==> config.mk <==
export PLATFORM = sky130hd
export DESIGN_NAME = pairing_host_ctrl_flat
export DESIGN_NICKNAME = d
export VERILOG_FILES = /design/src/rtl/pairing_host_pkg.sv /design/src/rtl/pairing_host_ctrl_if.sv /design/src/rtl/lane_buffer.sv /design/src/rtl/pairing_host_ctrl.sv /design/src/flat_wrapper.sv
export SDC_FILE = /design/constraint.sdc
export NUM_CORES = 2
export LEC_CHECK = 0
export BUFFER_PORTS_ARGS = -buffer_cell sky130_fd_sc_hd__buf_2
export CAP_MARGIN = 30
export CORE_AREA = 2 2 638 640
export CTS_CLUSTER_DIAMETER = 60
export CTS_CLUSTER_SIZE = 14
export DETAILED_ROUTE_END_ITERATION = 6
export DIE_AREA = 0 0 640 642
export HOLD_SLACK_MARGIN = 0.08
export PLACE_DENSITY = 0.4
export REMOVE_ABC_BUFFERS = 1
export SYNTH_ARGS = -nofsm -noshare
export SYNTH_HDL_FRONTEND = slang
export SYNTH_SLANG_ARGS = --single-unit
==> constraint.sdc <==
create_clock -name clk -period 4.2 [get_ports clk]
set_input_delay 0 -clock clk [delete_from_list [all_inputs] [get_ports clk]]
set_output_delay 0 -clock clk [all_outputs]
set_load 0.005 [all_outputs]
==> src/rtl/pairing_host_pkg.sv <==
// rtl/pairing_host_pkg.sv - shared types and encodings for the pairing host sequencer
package pairing_host_pkg;

    localparam int WORD_SIZE        = 32;
    localparam int RAM_ADDR_SIZE    = 8;
    localparam int CMD_INSTTYPE     = 4;
    localparam int I_INPUTMODE_SIZE = 2;
    localparam int NLANES           = 24;

    // Existing top.I_INPUTMODE encodings
    localparam logic [I_INPUTMODE_SIZE-1:0] INPUT_IDLE       = 2'd0;
    localparam logic [I_INPUTMODE_SIZE-1:0] INPUT_COORD_CORE = 2'd1;
    localparam logic [I_INPUTMODE_SIZE-1:0] INPUT_RUN        = 2'd2;
    localparam logic [I_INPUTMODE_SIZE-1:0] REF_RESULT       = 2'd3;

    localparam logic [I_INPUTMODE_SIZE-1:0] MODE_IDLE = INPUT_IDLE;
    localparam logic [I_INPUTMODE_SIZE-1:0] MODE_LOAD = INPUT_COORD_CORE;
    localparam logic [I_INPUTMODE_SIZE-1:0] MODE_RUN  = INPUT_RUN;
    localparam logic [I_INPUTMODE_SIZE-1:0] MODE_READ = REF_RESULT;

    localparam logic [RAM_ADDR_SIZE-1:0] RAM_P_BT_0 = 8'h20;

    typedef enum logic [1:0] {
        OP_LOAD    = 2'd0,
        OP_RUN     = 2'd1,
        OP_READ    = 2'd2,
        OP_ILLEGAL = 2'd3
    } op_e;

    typedef enum logic [3:0] {
        ST_IDLE,
        ST_LD_COLLECT,
        ST_LD_WRITE,
        ST_RUN_ISSUE,
        ST_RUN_ARM,
        ST_RUN_WAIT,
        ST_RD_ADDR,
        ST_RD_WAIT,
        ST_RD_STREAM
    } state_e;

    // Lane index for result/wdata suffix abcd
    function automatic int lane_of(input int a, input int b, input int c, input int d);
        return 12 * a + 4 * b + 2 * c + d;
    endfunction

endpackage

==> src/rtl/pairing_host_ctrl_if.sv <==
// rtl/pairing_host_ctrl_if.sv - host command, load and result stream bundle
interface pairing_host_ctrl_if #(
    parameter int W  = 32,
    parameter int AW = 8,
    parameter int IW = 4
) ();
    logic          cmd_valid;
    logic          cmd_ready;
    logic [1:0]    cmd_op;
    logic [AW-1:0] cmd_addr;
    logic [IW-1:0] cmd_inst;

    logic          din_valid;
    logic          din_ready;
    logic [W-1:0]  din_data;

    logic          dout_valid;
    logic          dout_ready;
    logic [W-1:0]  dout_data;
    logic          dout_last;

    logic          done;
    logic          err;

    modport master (
        output cmd_valid, cmd_op, cmd_addr, cmd_inst, din_valid, din_data, dout_ready,
        input  cmd_ready, din_ready, dout_valid, dout_data, dout_last, done, err
    );

    modport slave (
        input  cmd_valid, cmd_op, cmd_addr, cmd_inst, din_valid, din_data, dout_ready,
        output cmd_ready, din_ready, dout_valid, dout_data, dout_last, done, err
    );
endinterface

==> src/rtl/lane_buffer.sv <==
// rtl/lane_buffer.sv - 24-lane word register file with indexed write and parallel load
module lane_buffer
    import pairing_host_pkg::*;
#(
    parameter int W = WORD_SIZE,
    parameter int N = NLANES
) (
    input  logic           clk,
    input  logic           rst_n,
    input  logic           wr_en,
    input  logic [4:0]     wr_idx,
    input  logic [W-1:0]   wr_data,
    input  logic           ld_en,
    input  logic [N*W-1:0] ld_data,
    output logic [N*W-1:0] q
);
    logic [N*W-1:0] mem;

    always_ff @(posedge clk or negedge rst_n) begin
        if (!rst_n) begin
            mem <= '0;
        end else if (ld_en) begin
            mem <= ld_data;
        end else if (wr_en && (wr_idx < 5'(N))) begin
            mem[wr_idx*W +: W] <= wr_data;
        end
    end

    assign q = mem;
endmodule

==> src/rtl/pairing_host_ctrl.sv <==
// rtl/pairing_host_ctrl.sv - sequences host LOAD/RUN/READ commands onto the pairing core port
module pairing_host_ctrl
    import pairing_host_pkg::*;
#(
    parameter int W      = WORD_SIZE,
    parameter int AW     = RAM_ADDR_SIZE,
    parameter int RD_LAT = 2,
    parameter int ARM_TO = 4
) (
    input  logic                        clk,
    input  logic                        rst_n,
    pairing_host_ctrl_if.slave          host,
    output logic [I_INPUTMODE_SIZE-1:0] o_inputmode,
    output logic [CMD_INSTTYPE-1:0]     o_insttype,
    output logic [AW-1:0]               o_waddr,
    output logic [AW-1:0]               o_raddr,
    output logic [NLANES*W-1:0]         o_wdata,
    input  logic [NLANES*W-1:0]         i_result,
    input  logic                        i_busy
);
    localparam int CW = 8;
    localparam logic [4:0] LAST_LANE = 5'(NLANES - 1);

    state_e        state;
    logic [4:0]    cnt;
    logic [CW-1:0] wait_cnt;
    logic [AW-1:0] addr_q;

    logic cmd_ready_r, din_ready_r, dout_valid_r, dout_last_r, done_r, err_r;

    logic                 ld_wr_en;
    logic                 res_ld_en;
    logic [NLANES*W-1:0]  res_q;

    assign ld_wr_en  = (state == ST_LD_COLLECT) && host.din_valid && din_ready_r;
    assign res_ld_en = (state == ST_RD_WAIT) && (wait_cnt == CW'(RD_LAT - 1));

    lane_buffer #(.W(W), .N(NLANES)) u_load_buf (
        .clk     (clk),
        .rst_n   (rst_n),
        .wr_en   (ld_wr_en),
        .wr_idx  (cnt),
        .wr_data (host.din_data),
        .ld_en   (1'b0),
        .ld_data ('0),
        .q       (o_wdata)
    );

    lane_buffer #(.W(W), .N(NLANES)) u_result_buf (
        .clk     (clk),
        .rst_n   (rst_n),
        .wr_en   (1'b0),
        .wr_idx  (5'd0),
        .wr_data ('0),
        .ld_en   (res_ld_en),
        .ld_data (i_result),
        .q       (res_q)
    );

    always_ff @(posedge clk or negedge rst_n) begin
        if (!rst_n) begin
            state        <= ST_IDLE;
            cnt          <= '0;
            wait_cnt     <= '0;
            addr_q       <= '0;
            cmd_ready_r  <= 1'b0;
            din_ready_r  <= 1'b0;
            dout_valid_r <= 1'b0;
            dout_last_r  <= 1'b0;
            done_r       <= 1'b0;
            err_r        <= 1'b0;
            o_inputmode  <= MODE_IDLE;
            o_insttype   <= '0;
            o_waddr      <= '0;
            o_raddr      <= '0;
        end else begin
            done_r <= 1'b0;
            err_r  <= 1'b0;
            case (state)
                ST_IDLE: begin
                    cmd_ready_r <= 1'b1;
                    if (host.cmd_valid && cmd_ready_r) begin
                        addr_q <= host.cmd_addr;
                        case (host.cmd_op)
                            OP_LOAD: begin
                                state       <= ST_LD_COLLECT;
                                cmd_ready_r <= 1'b0;
                                din_ready_r <= 1'b1;
                                cnt         <= '0;
                            end
                            OP_RUN: begin
                                state       <= ST_RUN_ISSUE;
                                cmd_ready_r <= 1'b0;
                                o_inputmode <= MODE_RUN;
                                o_insttype  <= host.cmd_inst;
                            end
                            OP_READ: begin
                                state       <= ST_RD_ADDR;
                                cmd_ready_r <= 1'b0;
                                o_inputmode <= MODE_READ;
                                o_raddr     <= host.cmd_addr;
                                wait_cnt    <= '0;
                            end
                            default: err_r <= 1'b1;
                        endcase
                    end
                end

                ST_LD_COLLECT: begin
                    if (ld_wr_en) begin
                        if (cnt == LAST_LANE) begin
                            state       <= ST_LD_WRITE;
                            din_ready_r <= 1'b0;
                            cnt         <= '0;
                            o_inputmode <= MODE_LOAD;
                            o_waddr     <= addr_q;
                        end else begin
                            cnt <= cnt + 5'd1;
                        end
                    end
                end

                ST_LD_WRITE: begin
                    o_inputmode <= MODE_IDLE;
                    done_r      <= 1'b1;
                    cmd_ready_r <= 1'b1;
                    state       <= ST_IDLE;
                end

                ST_RUN_ISSUE: begin
                    o_inputmode <= MODE_IDLE;
                    wait_cnt    <= '0;
                    state       <= ST_RUN_ARM;
                end

                ST_RUN_ARM: begin
                    if (i_busy) begin
                        state <= ST_RUN_WAIT;
                    end else if (wait_cnt == CW'(ARM_TO - 1)) begin
                        err_r       <= 1'b1;
                        cmd_ready_r <= 1'b1;
                        state       <= ST_IDLE;
                    end else begin
                        wait_cnt <= wait_cnt + 1'b1;
                    end
                end

                ST_RUN_WAIT: begin
                    if (!i_busy) begin
                        done_r      <= 1'b1;
                        cmd_ready_r <= 1'b1;
                        state       <= ST_IDLE;
                    end
                end

                ST_RD_ADDR: begin
                    state <= ST_RD_WAIT;
                end

                // Result lanes are captured on the edge that leaves this state
                ST_RD_WAIT: begin
                    if (res_ld_en) begin
                        o_inputmode <= MODE_IDLE;
                        cnt         <= '0;
                        state       <= ST_RD_STREAM;
                    end else begin
                        wait_cnt <= wait_cnt + 1'b1;
                    end
                end

                // First cycle here only raises valid, once the capture has settled
                ST_RD_STREAM: begin
                    if (!dout_valid_r) begin
                        dout_valid_r <= 1'b1;
                        dout_last_r  <= (cnt == LAST_LANE);
                    end else if (host.dout_ready) begin
                        if (cnt == LAST_LANE) begin
                            dout_valid_r <= 1'b0;
                            dout_last_r  <= 1'b0;
                            cnt          <= '0;
                            done_r       <= 1'b1;
                            cmd_ready_r  <= 1'b1;
                            state        <= ST_IDLE;
                        end else begin
                            cnt         <= cnt + 5'd1;
                            dout_last_r <= ((cnt + 5'd1) == LAST_LANE);
                        end
                    end
                end

                default: begin
                    o_inputmode <= MODE_IDLE;
                    state       <= ST_IDLE;
                end
            endcase
        end
    end

    assign host.cmd_ready  = cmd_ready_r;
    assign host.din_ready  = din_ready_r;
    assign host.dout_valid = dout_valid_r;
    assign host.dout_last  = dout_last_r;
    assign host.dout_data  = res_q[cnt*W +: W];
    assign host.done       = done_r;
    assign host.err        = err_r;
endmodule

==> src/flat_wrapper.sv <==
// flat-port wrapper written by rule: the top's interface ports become plain ports
module pairing_host_ctrl_flat import pairing_host_pkg::*;
#(
    parameter int W      = WORD_SIZE,
    parameter int AW     = RAM_ADDR_SIZE,
    parameter int RD_LAT = 2,
    parameter int ARM_TO = 4
)
  (clk, rst_n, o_inputmode, o_insttype, o_waddr, o_raddr, o_wdata, i_result, i_busy, host_cmd_valid, host_cmd_op, host_cmd_addr, host_cmd_inst, host_din_valid, host_din_data, host_dout_ready, host_cmd_ready, host_din_ready, host_dout_valid, host_dout_data, host_dout_last, host_done, host_err);
  pairing_host_ctrl_if #(.W(W), .AW(AW), .IW((CMD_INSTTYPE))) host_i ();
  input  logic clk;
  input  logic rst_n;
  output logic [I_INPUTMODE_SIZE-1:0] o_inputmode;
  output logic [CMD_INSTTYPE-1:0] o_insttype;
  output logic [AW-1:0] o_waddr;
  output logic [AW-1:0] o_raddr;
  output logic [NLANES*W-1:0] o_wdata;
  input  logic [NLANES*W-1:0] i_result;
  input  logic i_busy;
  input wire logic [$bits(host_i.cmd_valid)-1:0] host_cmd_valid;
  input wire logic [$bits(host_i.cmd_op)-1:0] host_cmd_op;
  input wire logic [$bits(host_i.cmd_addr)-1:0] host_cmd_addr;
  input wire logic [$bits(host_i.cmd_inst)-1:0] host_cmd_inst;
  input wire logic [$bits(host_i.din_valid)-1:0] host_din_valid;
  input wire logic [$bits(host_i.din_data)-1:0] host_din_data;
  input wire logic [$bits(host_i.dout_ready)-1:0] host_dout_ready;
  output wire logic [$bits(host_i.cmd_ready)-1:0] host_cmd_ready;
  output wire logic [$bits(host_i.din_ready)-1:0] host_din_ready;
  output wire logic [$bits(host_i.dout_valid)-1:0] host_dout_valid;
  output wire logic [$bits(host_i.dout_data)-1:0] host_dout_data;
  output wire logic [$bits(host_i.dout_last)-1:0] host_dout_last;
  output wire logic [$bits(host_i.done)-1:0] host_done;
  output wire logic [$bits(host_i.err)-1:0] host_err;
  assign host_i.cmd_valid = host_cmd_valid;
  assign host_i.cmd_op = host_cmd_op;
  assign host_i.cmd_addr = host_cmd_addr;
  assign host_i.cmd_inst = host_cmd_inst;
  assign host_i.din_valid = host_din_valid;
  assign host_i.din_data = host_din_data;
  assign host_i.dout_ready = host_dout_ready;
  assign host_cmd_ready = host_i.cmd_ready;
  assign host_din_ready = host_i.din_ready;
  assign host_dout_valid = host_i.dout_valid;
  assign host_dout_data = host_i.dout_data;
  assign host_dout_last = host_i.dout_last;
  assign host_done = host_i.done;
  assign host_err = host_i.err;
  pairing_host_ctrl #(.W(W), .AW(AW), .RD_LAT(RD_LAT), .ARM_TO(ARM_TO)) u_core (.clk(clk), .rst_n(rst_n), .host(host_i), .o_inputmode(o_inputmode), .o_insttype(o_insttype), .o_waddr(o_waddr), .o_raddr(o_raddr), .o_wdata(o_wdata), .i_result(i_result), .i_busy(i_busy));
endmodule
# Word-level counts from Yosys, hierarchy flattened
# Index checks and enable logic that the tools add are counted.
dict set report totals {
  ff_bits 1589
  input_bits 820
  output_inout_bits 828
  wordCells 142
}
dict set report op_classes {
  addsub 3
  n_lt_le_gt_ge 1
  eq_ne 32
  shifts 3
  n_mux 62
  bitwise_logic 1
  n_reduce_logical 24
}
# cell count
set ops {}
lappend ops {{$bwmux 768} 1}
lappend ops {{$shift 32x34->768 const A} 1}
lappend ops {{$shiftx 32x34->768} 1}
lappend ops {{$shiftx 768x11->32} 1}
lappend ops {{$mux 4} 10}
lappend ops {{$mux 8} 5}
lappend ops {{$mux 5} 7}
lappend ops {{$neg 10->34} 1}
lappend ops {{$pmux 4 s8} 1}
lappend ops {{$pmux 8 s4} 1}
lappend ops {{$mux 1} 25}
lappend ops {{$ne 2x2->1 const B} 10}
lappend ops {{$pmux 5 s4} 1}
lappend ops {{$eq 4x3->1 const B} 4}
lappend ops {{$reduce_and 7->1} 2}
lappend ops {{$pmux 4 s3} 1}
lappend ops {{$reduce_and 6->1} 2}
lappend ops {{$eq 5x5->1 const B} 2}
lappend ops {{$ne 2x1->1 const B} 5}
lappend ops {{$reduce_and 10->1} 1}
lappend ops {{$reduce_and 3->1} 3}
lappend ops {{$add 8x1->8 const B} 1}
lappend ops {{$eq 4x2->1 const B} 2}
lappend ops {{$eq 8x1->1 const B} 1}
lappend ops {{other kinds (27)} 37}

# Logic depth before layout (Yosys ltp)
dict set report depth {
  word_depth 5
  mapped_depth 17
  depth_no_buf 10
}

# Modules after synthesis
# From an unflattened synthesis, not the netlist that was laid out.
dict set report hier_totals {
  cells_unflattened 7904
  area_unflattened_um2 80722.4
}
# module instances cells_per_inst area_each_um2 seq_area_each_um2
set modules_own_cells {}
lappend modules_own_cells {{lane_buffer at u_core.u_load_buf} 1 3584 35985.8 19218.4}
lappend modules_own_cells {{lane_buffer at u_core.u_result_buf} 1 3504 35559.1 19218.4}
lappend modules_own_cells {pairing_host_ctrl 1 816 9177.6 1326.3}

# Worst setup path before layout
# OpenSTA, ideal clock, no wires.
dict set report synth_timing {
  kind {flip-flop to flip-flop}
  start {register u_core.cnt[0]}
  end {register u_core.u_load_buf.mem[717], in the netlist u_core.u_load_buf.q[717]}
  setup_ns 0.126
  arrival_ns 3.879
  required_ns 4.074
  slack_ns 0.195
  stages_incl_launch_ff 16
  path_buffers 6
  synth_period_minus_slack_ns 4.005
  path_cell_list {dfrtp_1 > clkbuf_1 > buf_2 > buf_2 > buf_1 > inv_1 > ha_1 > nand2b_1 > nor2_1 > ha_1 > a21o_1 > or3_1 > buf_2 > nor4b_4 > clkbuf_2 > o21ai_0}
}
dict set report synth_between {
  elab_chain_len 3
  elab_cells_between_ends 6
  classes_between {add/sub (1); order compare (1); shift (2); mux (1); reduce/logical (1)}
}
# item line_no
set synth_rtl {}
lappend synth_rtl {{from (decl)} pairing_host_ctrl.sv:25} ;# logic [4:0] cnt;
lappend synth_rtl {{from (signal assigned)} pairing_host_ctrl.sv:118} ;# cnt <= cnt + 5'd1;
lappend synth_rtl {{from (signal assigned)} pairing_host_ctrl.sv:185} ;# cnt <= cnt + 5'd1;
lappend synth_rtl {{$neg 10->34} lane_buffer.sv:25} ;# mem[wr_idx*W +: W] <= wr_data;
lappend synth_rtl {{$shiftx 32x34->768 or $shift 32x34->768 (tied branches)} lane_buffer.sv:25}
lappend synth_rtl {{$bwmux 768} lane_buffer.sv:25}
lappend synth_rtl {{to (signal assigned)} lane_buffer.sv:23} ;# mem <= ld_data;
lappend synth_rtl {{to (signal, indexed assignment)} lane_buffer.sv:25}
lappend synth_rtl {{to (decl)} lane_buffer.sv:17} ;# logic [N*W-1:0] mem;
# Several ways; a longest one is shown, not always the timed one.
# A chain may end at the register's enable or synchronous reset.

# Final worst setup path
dict set report layout_timing {
  start {register u_core.cnt[0]}
  end {output port host_dout_data[26]}
}
dict set report layout_between {
  elab_chain_len 1
}
# item line_no
set layout_rtl {}
lappend layout_rtl {{$shiftx 768x11->32} pairing_host_ctrl.sv:203} ;# assign host.dout_data = res_q[cnt*W +: W];
lappend layout_rtl {{to (decl)} flat_wrapper.sv:30} ;# output wire logic [$bits(host_i.dout_data)-1:0] host_dout_data;
# Every way passes these cells.

==> results.tsv <==
metric	value	unit
WL/cell	22.40	µm
share of synthesized registers carrying an async set or reset	100.0	%
placer's final routability congestion estimate	0.7973	
RSZ-0062 raised after global routing	false	
Residual DRC	0	
area grow syn2layout	56.17	%
status	finished clean	
Slew HR	33.67	%
# rows	234	
post-synth top area cell	dfrtp_1	
clock slew at reported path FFs	0.06	ns
Mapped Cells	7233	
critical path class	reg2out	
first-pass GRT wire length	501.7	mm
worst-path maximum fanout	48	
synth cell count leaders	nand2_1 (3037), dfrtp_1 (1589), clkbuf_1 (449)	
Finish-stage setup viols	0	
Crit path required time	4.20	ns
Tot Pwr	51420	µW
pwr dens	479.1	nW/µm²
Static Leakage	0.04807	µW
most common cell in the netlist	nand2_1	
total length of routed wires	357.7	mm
nets@finish	11160	
Achievable Freq	267.1	MHz
chip height	642	µm
Post-Synthesis Mean Instance Area	9.500	µm²
core area	404300	µm²
Worst Hold Class	in2reg	
Iteration-0 DRC Markers	4294	
Vias	64590	
# Post-CTS Setup Buffers	0	
Mapped Area	68710	µm²
CTS H-tree depth	4	
gr usage total	16.77	%
DR vias/cell	4.045	
max-capacitance violation count	0	
yosys warns	0	
Hold Violations, Final	0	
Synth Flop Type	dfrtp_1	
fin crit share	89.16	%
total gr overflow	0	
ranking of synthesized cells by area	dfrtp_1 (58%), nand2_1 (17%), mux4_2 (4.2%)	
Skew-Pair Late Insertion Delay	0.93	ns
deepest clock path buffer count	4	
IO Pins	1648	
Post-synth EDFFs	0	
Clock Sinks	1589	
#FFs+latches synth	1589	
initial antenna violation count	51	
pin count of the biggest net entering global routing	171	
CTS Buf Count	202	
minimum clock period	3.745	ns
layout cells sized above 1	24.12	%
vias in the first global route	67240	
Fillers	43230	
post-synthesis sequential area ratio	57.87	%
router iterations before antenna repair	5	
Worst setup EP type	output port	
Slew Viols, Final	0	
final setup skew	0.08845	ns
post-route ant nets	0	
Netlist cell types	64	
die area	410900	µm²
Max VDD drop	559.3	µV
element type at the critical path start	flop	
Tightest Pin Transition	0.9950	ns
CTS tree	yes	
post-detail-place hpwl	250.8	mm
# port buffers	1647	
Final Util	26.54	%
Die X	640	µm
Initial Utilization	16.99	%
area share of the largest cell type after synthesis	57.87	%
root buffer cell	clkbuf_16	
critical path arrival	3.74	ns
Setup TNS Final	0	ns
[critical path, stage by stage, from the launching register on]
cell      delay, ns
dfrtp_4        0.42
buf_12         0.36
buf_16         0.41
mux2_2         0.38
a21oi_1        0.17
o21ai_0        0.13
nand3_1        0.17
o221ai_1       0.30
buf_2          0.25
[registers in the layout, indices dropped and copies added (netlist names)]
signal and count:
u_core.addr_q 8, u_core.host.done 1, u_core.u_result_buf.q 768, u_core.host.cmd_ready 1, u_core.host.err 1, u_core.o_inputmode 2, u_core.u_load_buf.q 768, u_core.host.din_ready 1
u_core.o_insttype 4, u_core.cnt 5, u_core.state 4, u_core.host.dout_valid 1, u_core.wait_cnt 8, u_core.o_raddr 8, u_core.host.dout_last 1, u_core.o_waddr 8
[through the flow]
stage / std cells / instance area, µm² / hold WS, ns / setup slack [ns]
after floorplan: 6659 / 66450 / -0.2956 / -13.23
after global placement: 13940 / 83710 / 0.1023 / 0.5629
after detailed placement: 13940 / 83770 / 0.09758 / 0.5187
after CTS: 15920 / 107100 / 0.08176 / 0.03227
after global routing: 15960 / 107300 / 0.1086 / 0.08729
final: 15970 / 107300 / 0.1076 / 0.4555
[metal layers]
| metal | part of all wire (%) | track usage [%] | wire length (µm) | vias to the layer above |
|---|---|---|---|---|
| met5 | 0.028 | 0 | 99 | - |
| met4 | 4.5 | 6.656 | 15940 | 16 |
| met3 | 4.9 | 2.806 | 17430 | 588 |
| met2 | 53 | 31.20 | 187900 | 2019 |
| met1 | 38 | 18.81 | 136300 | 31800 |
| li1 | - | - | - | 30170 |
[area by class of cell]
class / count / area [µm²] / area share (%)
Antenna cell: 46 / 115.1 / 0.1073
Clock buffer: 231 / 5318 / 4.956
Clock inverter: 140 / 1951 / 1.818
Inverter: 262 / 984.7 / 0.9176
Multi-Input combinational cell: 4808 / 25880 / 24.12
Sequential cell: 1589 / 39770 / 37.07
Tap cell: 5428 / 6792 / 6.329
Timing Repair Buffer: 3463 / 26490 / 24.68
[cell families (layout without fill, tap and decap cells)]
family                   after synthesis  in the layout  synth area share [%]
AO/OA/AOI/OAI                        913            913                 8.174
XOR/XNOR                               7              7               0.08923
adder cells (fa/ha/maj)               10             10                0.1821
buffers and inverters                836           4096                 4.733
flip-flops                          1589           1589                 57.87
multiplexers                         437            437                 8.964
other                                  0             46                     0
AND/OR/NAND/NOR                     3441           3441                 19.99
[layout by cell type (no fill, tap or decap), types with 160 or more instances in the layout]
| cell type | netlist | layout |
|---|---|---|
| mux2i_1 | 162 | 160 |
| buf_2 | 42 | 1646 |
| dfrtp_1 | 1589 | 1586 |
| inv_1 | 262 | 261 |
| nand2_1 | 3037 | 3036 |
| buf_4 | 1 | 168 |
| dlygate4sd3_1 | 0 | 1604 |
| o31ai_1 | 262 | 262 |
| o21ai_0 | 439 | 439 |
| clkbuf_16 | 0 | 207 |
| nand3_1 | 171 | 167 |
[where the power goes]
group,switching (µW),internal (µW),total [µW],leakage [µW]
logic,6980,4990,12000,0.0275
registers,1830,18400,20200,0.0170
clock network,8090,11100,19200,0.00352
[worst paths after layout]
kind / cells past startpoint / to / startpoint / slack (ns)
worst max register to register: 12 / u_core.u_load_buf.q[564] / u_core.cnt[1] / 0.54
max in group asynchronous: 5 / u_core.u_result_buf.q[733] / rst_n / 2.71
worst min register to register: 1 / u_core.o_waddr[7] / u_core.addr_q[7] / 0.45
worst min-delay path: 4 / u_core.u_result_buf.q[645] / i_result[645] / 0.11
worst max-delay path: 8 / host_dout_data[26] / u_core.cnt[0] / 0.46
min in group asynchronous: 4 / u_core.u_result_buf.q[432] / rst_n / 0.69
[repair_timing]
| item | 4_1_cts | 5_1_grt |
|---|---|---|
| resized for setup | 3 | 1 |
| setup endpoints to repair | 3 | 4 |
| hold endpoints to repair | 3167 | 0 |
| hold buffers | 1605 | 0 |
| cloned | 0 | 2 |
Note: power is estimated with default switching activity, not from simulation.
